[config.mk]
export PLATFORM = sky130hd
export DESIGN_NAME = pg_prefix_adder_pipe
export DESIGN_NICKNAME = d
export VERILOG_FILES = /design/src/rtl/pg_prefix_adder_pipe.sv
export SDC_FILE = /design/constraint.sdc
export NUM_CORES = 1
export LEC_CHECK = 0
export ABC_AREA = 0
export CORE_MARGIN = 2
export CORE_UTILIZATION = 30
export CTS_BUF_LIST = sky130_fd_sc_hd__clkbuf_2 sky130_fd_sc_hd__clkbuf_4 sky130_fd_sc_hd__clkbuf_8
export DETAILED_ROUTE_END_ITERATION = 16
export PLACE_DENSITY_LB_ADDON = 0.3
export SYNTH_ARGS = -nofsm -noshare
export SYNTH_HDL_FRONTEND = slang
export SYNTH_SLANG_ARGS = --single-unit
[constraint.sdc]
create_clock -name clk -period 5.8 [get_ports clk]
set_input_delay 1.16 -clock clk [delete_from_list [all_inputs] [get_ports clk]]
set_output_delay 1.16 -clock clk [all_outputs]
set_load 0.005 [all_outputs]
[src/rtl/pg_prefix_adder_pipe.sv]
// Pipelined Kogge-Stone prefix adder with carry-in and group G/P outputs.
// Per-bit generate/propagate cells feed a log2(WIDTH)-level prefix tree.
// Each prefix level can optionally be registered. A valid/ready stream
// interface with a single global advance enable provides backpressure.
// Every stage carries a valid bit. The whole pipe holds while the output
// beat is waiting for the consumer.
module pg_prefix_adder_pipe #(
  parameter int WIDTH      = 8,
  parameter int REG_LEVELS = 1
) (
  input  logic             clk,
  input  logic             rst,
  input  logic             in_valid,
  output logic             in_ready,
  input  logic [WIDTH-1:0] x,
  input  logic [WIDTH-1:0] y,
  input  logic             cin,
  output logic             out_valid,
  input  logic             out_ready,
  output logic [WIDTH-1:0] sum,
  output logic             cout,
  output logic             grp_g,
  output logic             grp_p
);

  localparam int LV = $clog2(WIDTH);

  // The prefix tree only closes cleanly over a power-of-two span.
  if (WIDTH < 2 || (WIDTH & (WIDTH - 1)) != 0) begin : g_bad_width
    $error("pg_prefix_adder_pipe: WIDTH must be a power of 2 and >= 2");
  end

  // Global advance. All stages move together or all stages hold. The
  // output register can always take a new beat when it is empty or
  // being consumed, so the upstream stages can move in that case as well.
  logic adv;
  assign adv      = !out_valid || out_ready;
  assign in_ready = adv;

  // ---------------------------------------------------------------------
  // Stage 0: operand capture
  // ---------------------------------------------------------------------
  logic [WIDTH-1:0] x_q;
  logic [WIDTH-1:0] y_q;
  logic             cin_q;
  logic             v0_q;

  // Capture an accepted beat. A bubble loads zeros so that no stage ever
  // carries stale or unknown data.
  always_ff @(posedge clk or posedge rst) begin
    // NOTE: data registers are reset as well as valid bits. Outputs are
    // then defined zeros after reset, and bubbles never carry X.
    if (rst) begin
      x_q   <= '0;
      y_q   <= '0;
      cin_q <= 1'b0;
      v0_q  <= 1'b0;
    end else if (adv) begin
      // NOTE: non-blocking assignments let every stage sample the value
      // its predecessor had before this edge, which is what a shift needs.
      v0_q <= in_valid;
      if (in_valid) begin
        x_q   <= x;
        y_q   <= y;
        cin_q <= cin;
      end else begin
        x_q   <= '0;
        y_q   <= '0;
        cin_q <= 1'b0;
      end
    end
  end

  // ---------------------------------------------------------------------
  // Prefix tree
  // ---------------------------------------------------------------------
  // lvl[0] holds the per-bit cells. lvl[l] holds group (G,P) over span
  // 2^l ending at each bit. The raw per-bit propagate (bp), the carry-in
  // (c) and the valid bit (v) travel alongside. After the last level,
  // g[i]/p[i] are the group G/P over bits i..0, and cin is excluded.
  for (genvar l = 0; l <= LV; l++) begin : lvl
    logic [WIDTH-1:0] g;
    logic [WIDTH-1:0] p;
    logic [WIDTH-1:0] bp;
    logic             c;
    logic             v;

    if (l == 0) begin : g_cell
      assign g  = x_q & y_q;
      assign p  = x_q ^ y_q;
      assign bp = x_q ^ y_q;
      assign c  = cin_q;
      assign v  = v0_q;
    end else begin : g_tree
      localparam int SPAN = 1 << (l - 1);
      // Bits below SPAN have no partner at this level and pass through.
      localparam logic [WIDTH-1:0] LOW_MASK = {WIDTH{1'b1}} >> (WIDTH - SPAN);

      logic [WIDTH-1:0] g_nx;
      logic [WIDTH-1:0] p_nx;

      // Apply (G,P)hi o (G,P)lo = (Ghi | Phi&Glo, Phi&Plo) across SPAN.
      always_comb begin
        g_nx = lvl[l-1].g | (lvl[l-1].p & (lvl[l-1].g << SPAN));
        p_nx = lvl[l-1].p & ((lvl[l-1].p << SPAN) | LOW_MASK);
      end

      if (REG_LEVELS != 0) begin : g_reg
        // Register this prefix level and shift it with the rest of the pipe.
        always_ff @(posedge clk or posedge rst) begin
          if (rst) begin
            g  <= '0;
            p  <= '0;
            bp <= '0;
            c  <= 1'b0;
            v  <= 1'b0;
          end else if (adv) begin
            g  <= g_nx;
            p  <= p_nx;
            bp <= lvl[l-1].bp;
            c  <= lvl[l-1].c;
            v  <= lvl[l-1].v;
          end
        end
      end else begin : g_comb
        assign g  = g_nx;
        assign p  = p_nx;
        assign bp = lvl[l-1].bp;
        assign c  = lvl[l-1].c;
        assign v  = lvl[l-1].v;
      end
    end
  end

  // ---------------------------------------------------------------------
  // Carry resolution and output stage
  // ---------------------------------------------------------------------
  logic [WIDTH-1:0] tree_g;
  logic [WIDTH-1:0] tree_p;
  logic [WIDTH-1:0] tree_bp;
  logic             tree_c;
  logic             tree_v;

  assign tree_g  = lvl[LV].g;
  assign tree_p  = lvl[LV].p;
  assign tree_bp = lvl[LV].bp;
  assign tree_c  = lvl[LV].c;
  assign tree_v  = lvl[LV].v;

  logic [WIDTH-1:0] carry;
  logic [WIDTH-1:0] sum_d;
  logic             cout_d;

  // Fold cin in as position -1 with (G,P) = (cin,0). The last prefix
  // step for each bit is therefore carry[i] = G[i-1:0] | P[i-1:0] & cin.
  always_comb begin
    carry  = {tree_g[WIDTH-2:0] | (tree_p[WIDTH-2:0] & {(WIDTH-1){tree_c}}), tree_c};
    sum_d  = tree_bp ^ carry;
    cout_d = tree_g[WIDTH-1] | (tree_p[WIDTH-1] & tree_c);
  end

  // Output register. It holds steady while the consumer stalls.
  always_ff @(posedge clk or posedge rst) begin
    if (rst) begin
      out_valid <= 1'b0;
      sum       <= '0;
      cout      <= 1'b0;
      grp_g     <= 1'b0;
      grp_p     <= 1'b0;
    end else if (adv) begin
      out_valid <= tree_v;
      sum       <= sum_d;
      cout      <= cout_d;
      grp_g     <= tree_g[WIDTH-1];
      grp_p     <= tree_p[WIDTH-1];
    end
  end

endmodule
### Word-level counts from Yosys, hierarchy flattened

Cells that the tools add are included.

* logic and storage cells: 45
* flip-flop bits (word level): 108
* memory bits (writable): 0
* memories kept: 0
* bits of input ports: 21
* ROM bits: 0
* bits in latches: 0

* add/subtract/negate cells: 0
* multiply operators: 0
* reduce and logical (&&, ||, !) cells: 2
* $lt $le $gt $ge: 0
* muxes and demuxes: 3
* shift operators: 0
* divide/modulo/power cells: 0
* bitwise gates (word level): 16
* eq/ne operators: 0

Operator list (number)
* AND 8 bit: 7
* bitwise OR 8 bit: 3
* two-way mux 8 bit: 2
* bitwise XOR 8 bit: 2
* AND 7 bit: 1
* bitwise OR 7 bit: 1
* AND 1 bit: 1
* zero test 1 bit: 1
* logical OR 1 bit: 1
* two-way mux 1 bit: 1
* bitwise OR 1 bit: 1

### Logic depth before layout (Yosys ltp)

Gate-level depths: netlist of run 1.

* depth after elaboration: 3
* mapped depth: 5
* gate-level depth less buffers: 4

### Worst setup path before layout of run 1

No wires, ideal clock.

* kind: in2out
* start: input port out_ready
* end: output port in_ready
* arrival time: 1522 ps
* stages: 3
* path slack: 3118 ps
* required time: 4640 ps
* cells stage by stage: nor2b_4 > inv_2 > buf_2

* longest elaborated chain between the ends: 1

Ends and longest elaborated chain
* from (decl): RTL line 19 `input logic out_ready,`
* logical OR 1 bit: RTL line 37 `assign adv = !out_valid || out_ready;`
* to (decl): RTL line 14 `output logic in_ready,`

No other way between the ends.

### Worst setup path after layout of run 1

Ends and elaborated chain as after synthesis.

==> results.yml, run 1 <==
outcome:
  outcome: "complete, no violations"
run:
  maxCapViolations: 0
synthesis:
  yosys_warnings: 0
  syn_area_um2: 4300
  yosys-top-cells-count: "nand2_1, dfrtp_1, nand3_1"
  synth-main-ff-cell: "dfrtp_1"
  synth_top_area_share_pct: 61.1
  synth.most_common_cell: "nand2_1"
  synth_area_leaders: "dfrtp_1, nand2_1, nand3_1"
  synth_edf_count: 0
  synth_nets: 492
  synth_cell_type_count: 18
  async_flop_share_pct: 100
  synth_top_area_cell: "dfrtp_1"
  avgSynthCellArea_um2: 9.31
  seq_area_frac_synth_pct: 61.1
  synthCells: 462
  ys_seq_elements: 105
critical_path:
  cp.arrival_ps: 2340
  worstSetupPathType: "in -> out"
  path_cells: "clkdlybuf4s50_1 -> nor2b_4 -> inv_2 -> clkdlybuf4s50_1"
  startpoint_type: "primary input"
  timing.critical_path.from: "out_ready"
  critical_path.endpoint: "in_ready"
  required_ps: 4640
  critPathSlowestCell: "clkdlybuf4s50_1"
  cp_slowest_stage_delay_ps: 510
  worstRegToRegCells: 4
  reg2reg_setup_slack_ps: 3730
  crit_path_frequent_cell: "clkdlybuf4s50_1"
  critPathCaptureType: "output pin"
  r2r_start: "out_valid$_DFFE_PP0P_"
  reg2reg_to: "sum[1]$_DFFE_PP0P_"
  path_max_fanout: 6
timing:
  rsz0062_at_grt: "no"
  max_freq_mhz: 286
  final.setup.tns_ps: 0
  layout_worst_path_cycle_share_pct: 60.3
  slew_headroom_pct: 47.5
  setup_viol: 0
  slew_violations: 0
  worst_slew_pin_slew_ps: 787
  period_minus_slack_ps: 3500
  skew_ps: 13.3
  hold_viol: 0
floorplanning:
  dieArea_um2: 15300
  io_pins: 34
  initial_core_util_pct: 30.9
  die_y_um: 124
  rows: 43
  core_area_um2: 13900
  die_w_um: 124
layout:
  area_delta_synth_final_pct: 14.9
  finalNetCount: 515
  stdcell_count: 670
  drive_gt1_share_pct: 4.69
  num_antenna_cells: 0
cts:
  clockBufferDepth: 2
  clk_pin_slew_ps: 100
  numClockSinks: 105
  cts_hold_buf: 0
  post_cts_resize_count: 0
  cts_buffers: 9
  post-cts-setup-buffers: 0
  ctsRootBufferMaster: "clkbuf_8"
  cts_tree: "done"
  clk_latency_ps: 360
  htree_levels: 3
grt:
  grt_pass1_wl_um: 13800
  grt_pass1_vias: 2973
  track_usage_pct: 11.3
  antenna_found_initial: 0
  grt_overflow_total: 0
  grt_max_degree: 77
placed_design:
  place.gp.congestion: 0.722
  port_buffers: 33
  placedCellCount: 654
  place.detailed.hpwl_um: 4950
detailed_routing:
  vias: 2944
  vias_per_cell: 4.39
  route.detailed.drc: 0
  routed_wl_um: 7610
  first_pass_iters: 4
  dr.first_iter.drc_count: 238
  wl_per_cell_um: 11.4
  detail-route-antenna-nets: 0
pwr:
  ir_drop_mv: 0.170
  leakage_nw: 2.51
  power.density_nw_per_um2: 441
hold_path:
  hp-class: "reg -> reg"
  holdPathStages: 2
## stage by stage
step / instance area (µm²) / setup WS [ps] / power, mW / utilization, % / hold slack [ps]
2_1_floorplan: 4300 / 1880 / 1.51 / - / 430
5_1_grt: 4940 / 2260 / 2.36 / 35.5 / 503
3_5_place_dp: 4690 / 2290 / 1.67 / 33.7 / 448
3_3_place_gp: 4690 / 2280 / 1.65 / 33.7 / 445
4_1_cts: 4940 / 2280 / 2.21 / 35.5 / 472
6_report: 4940 / 2300 / 2.18 / 35.5 / 466
## per-layer routing
layer	vias up	track usage, %	routed length (µm)
li1	1517	-	-
met1	1377	15.7	3860
met2	41	17.1	3320
met3	9	2.56	322
met4	0	4.12	109
met5	-	0	0
## where the power goes
group	total [mW]	switching [mW]	internal [mW]	leakage (nW)
registers	1.10	0.145	0.958	1.38
logic	0.534	0.312	0.222	1.00
clock network	0.542	0.243	0.300	0.127
total	2.18	0.699	1.48	2.51
## cells in the final DEF (no fill, tap or decap)
master and instances:
inv_4 1, o21ai_1 1, nor2_1 1, a21oi_1 24
o21ai_0 24, clkbuf_8 10, bufinv_16 3, clkdlybuf4s50_1 33
ha_1 9, clkinv_2 1, nand2b_1 1, inv_2 1
nand3_1 34, xor2_1 7, clkinv_4 1, buf_4 4
dfrtp_1 105, nand2_1 228, nor2b_4 1, inv_6 1
## cell families (layout without fill, tap and decap cells)
kind of cell / count (synthesis) / in the layout / share of synthesized area [%]
fa+ha+maj: 9 / 9 / 2.62
flops: 105 / 105 / 61.1
xor+xnor: 7 / 7 / 1.43
compound gates: 49 / 49 / 5.70
simple gates: 265 / 265 / 24.4
buf+inv: 27 / 55 / 4.77
## worst min-delay path by stage
stage,start,to,slack (ps)
after floorplan,lvl[3].v$_DFFE_PP0P_,lvl[3].v$_DFFE_PP0P_,430
after global placement,lvl[3].v$_DFFE_PP0P_,lvl[3].v$_DFFE_PP0P_,440
after detailed placement,lvl[3].v$_DFFE_PP0P_,lvl[3].v$_DFFE_PP0P_,450
after CTS,lvl[3].v$_DFFE_PP0P_,lvl[3].v$_DFFE_PP0P_,470
after global routing,lvl[3].p[4]$_DFFE_PP0P_,lvl[3].p[4]$_DFFE_PP0P_,500
final,lvl[3].v$_DFFE_PP0P_,lvl[3].v$_DFFE_PP0P_,470
## critical path: cells and delay by family
kind	cells	cell delay, ps
and+or+nand+nor	1	70
buffers and inverters	3	1100
## layout make-up
cell class                      instances  area [µm²]
Clock buffer                           10         138
Clock inverter                          6         113
Fill cell                            1454        8990
Inverter                                2        10.0
Multi-Input combinational cell        330        1470
Sequential cell                       105        2630
Tap cell                              180         225
Timing Repair Buffer                   37         360
(Power assumes the default switching activity.)
==> inputs of run 2 (changes only) <==
==> constraint.sdc (replaced) <==
create_clock -name clk -period 3.5 [get_ports clk]
set_input_delay 0.7 -clock clk [delete_from_list [all_inputs] [get_ports clk]]
set_output_delay 0.7 -clock clk [all_outputs]
set_load 0.005 [all_outputs]
==> results.yml, run 2 (synthesis results as in run 1) <==
critical_path:
  path_max_fanout: 6
  worstRegToRegCells: 5
  cp.arrival_ps: 1910
  r2r_start: "out_valid$_DFFE_PP0P_"
  path_depth: 4
  reg2reg_setup_slack_ps: 1910
  worst-path-buf-inv: 3
  critical_path.endpoint: "in_ready"
  worstSetupPathType: "in -> out"
  reg2reg_to: "lvl[2].p[5]$_DFFE_PP0P_"
  path_cells: "clkdlybuf4s50_1 -> nor2b_4 -> inv_2 -> clkdlybuf4s50_1"
  critPathSlowestCell: "clkdlybuf4s50_1"
  timing.critical_path.from: "out_ready"
  critPathCaptureType: "output pin"
  crit_path_frequent_cell: "clkdlybuf4s50_1"
  required_ps: 2800
  startpoint_type: "primary input"
  path_delay_family: "buffers and inverters"
  cp_slowest_stage_delay_ps: 460
layout:
  area_delta_synth_final_pct: 15.5
  final_common_cell: "nand2_1"
  utilization_pct: 35.6
  finalNetCount: 515
  stdcell_area_um2: 4970
  drive_gt1_share_pct: 4.69
  num_antenna_cells: 0
  fill_cells: 1452
  most-common-layout-cells: "nand2_1, dfrtp_1, nand3_1, clkdlybuf4s50_1"
  multiInputGateArea_um2: 1470
  regArea_um2: 2630
floorplanning:
  core_area_um2: 13900
  io_pins: 34
  dieArea_um2: 15300
  die_y_um: 124
  rows: 43
  initial_core_util_pct: 30.9
  die_w_um: 124
grt:
  antenna_found_initial: 0
  grt_pass1_wl_um: 13300
  grt_overflow_total: 0
  grt_pass1_vias: 2790
  grt_max_degree: 130
  track_usage_pct: 11.1
detailed_routing:
  m1WireLength_um: 3890
  vias: 2907
  wl_met2_um: 3300
  wl_per_cell_um: 11.5
  vias_per_cell: 4.34
  top_layer_used: "met4"
  detail-route-antenna-nets: 0
  dr.first_iter.drc_count: 211
  met3_length_um: 300
  route.detailed.drc: 0
  routed_wl_um: 7700
  first_pass_iters: 4
placed_design:
  place.gp.congestion: 0.696
  port_buffers: 33
  place.detailed.hpwl_um: 5000
  place_area_um2: 4720
cts:
  clockBufferDepth: 2
  cts_tree: "done"
  cts_buffers: 9
  clk_latency_ps: 370
  cts_hold_buf: 0
  post_cts_resize_count: 0
  numClockSinks: 105
  clk_pin_slew_ps: 90
  htree_levels: 3
  ctsRootBufferMaster: "clkbuf_8"
  post-cts-setup-buffers: 0
pwr:
  power.density_nw_per_um2: 730
  p_total_mw: 3.63
  pwr-share-seq_pct: 50.5
  p_sw_share_pct: 32.1
  clock_power_share_pct: 25.0
  internal-power_mw: 2.46
  combPwrFrac_pct: 24.5
  power_switching_mw: 1.17
  leakage_nw: 2.52
  ir_drop_mv: 0.346
timing:
  skew_ps: 10.9
  slew_violations: 0
  rsz0062_at_grt: "no"
  setup_viol: 0
  period_minus_slack_ps: 2610
  max_freq_mhz: 382
  layout_worst_path_cycle_share_pct: 74.7
  worst_slew_pin_slew_ps: 736
  final.setup.tns_ps: 0
  hold_viol: 0
  slew_headroom_pct: 50.9
outcome:
  outcome: "complete, no violations"
hold_path:
  hp-class: "reg -> reg"
  min-delay-start: "lvl[1].bp[2]$_DFFE_PP0P_"
run:
  maxCapViolations: 0
## run 2: changes by cell type in the layout (fill, tap and decap cells not counted)
cell and delta:
buf_12 +2, buf_4 -2, clkinv_4 -1, inv_6 +1
## run 2: final cells by class
type	count	share of cell area (%)
multi-input cells	330	29.6
well taps	180	4.53
repair buffers	37	7.76
flip-flops and latches	105	52.9
clock inverters	6	2.27
clock buffers	10	2.77
inverters	2	0.202
## run 2: worst min-delay path, stage by stage, from the launching register on
cell	delay (ps)
dfrtp_1	350
nand2_1	50
nand2_1	50
## run 2: worst min-delay path by stage
stage	endpoint	depth (start not counted)
after CTS	out_valid$_DFFE_PP0P_	1
after global routing	lvl[1].v$_DFFE_PP0P_	2
after global placement	lvl[3].v$_DFFE_PP0P_	2
final	lvl[2].bp[2]$_DFFE_PP0P_	2
after floorplan	lvl[3].v$_DFFE_PP0P_	2
after detailed placement	lvl[1].v$_DFFE_PP0P_	2
## run 2: metrics by stage
| step | hold WS, ps | setup WS (ps) | instances |
|---|---|---|---|
| 6_report | 471 | 885 | 670 |
| 5_1_grt | 499 | 814 | 670 |
| 4_1_cts | 474 | 868 | 670 |
| 3_5_place_dp | 455 | 876 | 654 |
| 3_3_place_gp | 441 | 866 | 654 |
| 2_1_floorplan | 430 | 39.5 | 462 |
## run 2: power groups by stage
stage | clock [mW] | sequential, mW | combinational (mW)
after detailed placement | 0 | 1.87 | 0.911
after floorplan | 0 | 1.79 | 0.707
after global routing | 0.984 | 1.89 | 1.04
after CTS | 0.941 | 1.84 | 0.913
final | 0.907 | 1.83 | 0.888
after global placement | 0 | 1.85 | 0.892
## run 2: metal layers
layer,GRT usage (%),vias to the layer above
met2,16.2,40
met5,0,-
met3,2.34,14
met1,15.4,1340
met4,5.97,0
li1,-,1513
==> inputs of run 3 (changes only) <==
==> constraint.sdc (replaced) <==
create_clock -name clk -period 2.55 [get_ports clk]
set_input_delay 0.51 -clock clk [delete_from_list [all_inputs] [get_ports clk]]
set_output_delay 0.51 -clock clk [all_outputs]
set_load 0.005 [all_outputs]
==> results.yml, run 3 (synthesis results as in run 1) <==
pwr:
  power_switching_mw: 1.57
  p_sw_share_pct: 32.1
  combPwrFrac_pct: 24.7
  internal-power_mw: 3.33
  clock_power_share_pct: 23.9
  power.density_nw_per_um2: 992
  p_total_mw: 4.91
  pwr-share-seq_pct: 51.3
  leakage_nw: 2.50
  ir_drop_mv: 0.332
grt:
  track_usage_pct: 11.4
  grt_pass1_wl_um: 13800
  antenna_found_initial: 0
  grt_overflow_total: 0
  grt_max_degree: 130
  grt_pass1_vias: 2848
timing:
  final.setup.tns_ps: 0
  setup_slack_ps: 331
  period_minus_slack_ps: 2220
  layout_worst_path_cycle_share_pct: 87.0
  worst_slew_pin_slew_ps: 766
  rsz0062_at_grt: "no"
  max_freq_mhz: 451
  hold_viol: 0
  timing.hold.ws_ps: 464
  slew_violations: 0
  slew_headroom_pct: 48.9
  skew_ps: 5.44
  setup_viol: 0
critical_path:
  worstRegToRegCells: 5
  path_depth: 4
  path_cells: "clkdlybuf4s50_1 -> nor2b_4 -> inv_2 -> clkdlybuf4s50_1"
  path_delay_family: "buffers and inverters"
  worstSetupPathType: "in -> out"
  critPathCaptureType: "output pin"
  cp_slowest_stage_delay_ps: 460
  cp.arrival_ps: 1710
  worst-path-buf-inv: 3
  crit_path_frequent_cell: "clkdlybuf4s50_1"
  critPathSlowestCell: "clkdlybuf4s50_1"
  required_ps: 2040
  reg2reg_setup_slack_ps: 950
  startpoint_type: "primary input"
  path_max_fanout: 6
placed_design:
  port_buffers: 33
  place.detailed.hpwl_um: 4790
  place_area_um2: 4710
  placedCellCount: 653
  place.gp.congestion: 0.713
  dp_slack_ps: 299
layout:
  finalNetCount: 514
  most-common-layout-cells: "nand2_1, dfrtp_1, nand3_1, clkdlybuf4s50_1"
  area_delta_synth_final_pct: 14.9
  num_antenna_cells: 0
  final_common_cell: "nand2_1"
  utilization_pct: 35.5
  drive_gt1_share_pct: 4.30
  stdcell_count: 668
  stdcell_area_um2: 4940
cts:
  clk_latency_ps: 370
  numClockSinks: 105
  clk_pin_slew_ps: 90
  htree_levels: 3
  cts_hold_buf: 0
  ctsRootBufferMaster: "clkbuf_8"
  post-cts-setup-buffers: 0
  cts_buffers: 9
  cts_tree: "done"
  post_cts_resize_count: 0
  clockBufferDepth: 2
floorplanning:
  io_pins: 34
  die_y_um: 124
  dieArea_um2: 15300
  rows: 43
  core_area_um2: 13900
  initial_core_util_pct: 30.9
  die_w_um: 124
detailed_routing:
  dr.first_iter.drc_count: 200
  routed_wl_um: 7770
  first_pass_iters: 5
  vias: 2929
  route.detailed.drc: 0
  vias_per_cell: 4.38
  detail-route-antenna-nets: 0
  wl_per_cell_um: 11.6
hold_path:
  hp-class: "reg -> reg"
  holdPathStages: 1
outcome:
  outcome: "complete, no violations"
run:
  maxCapViolations: 0
==> run 3: final cells by class <==
class | count | area, µm²
repair buffers | 36 | 378
multi-input cells | 330 | 1470
flip-flops and latches | 105 | 2630
well taps | 180 | 225
fillers | 1460 | 8990
inverters | 2 | 11.3
clock inverters | 2 | 60.1
clock buffers | 13 | 173
==> run 3: worst paths after layout <==
path                                                end                   from
worst max-delay path                           in_ready              out_ready
worst min-delay path              out_valid$_DFFE_PP0P_   lvl[3].v$_DFFE_PP0P_
worst max register to register  lvl[2].p[7]$_DFFE_PP0P_  out_valid$_DFFE_PP0P_
worst min register to register    out_valid$_DFFE_PP0P_   lvl[3].v$_DFFE_PP0P_
max in group asynchronous       lvl[1].p[7]$_DFFE_PP0P_                    rst
min in group asynchronous       lvl[3].g[1]$_DFFE_PP0P_                    rst
==> run 3: layer usage <==
metal | GRT usage, % | up-vias | share of wire (%)
li1 | - | 1519 | -
met1 | 16.3 | 1368 | 52
met2 | 16.5 | 35 | 43
met3 | 3.30 | 7 | 4.1
met4 | 3.84 | 0 | 1.1
met5 | 0 | - | 0
==> run 3: power groups by stage <==
stage / combinational [mW] / sequential, mW / clock [mW]
after floorplan: 0.970 / 2.46 / 0
after global placement: 1.23 / 2.55 / 0
after detailed placement: 1.25 / 2.56 / 0
after CTS: 1.25 / 2.53 / 1.21
after global routing: 1.42 / 2.60 / 1.28
final: 1.21 / 2.52 / 1.17
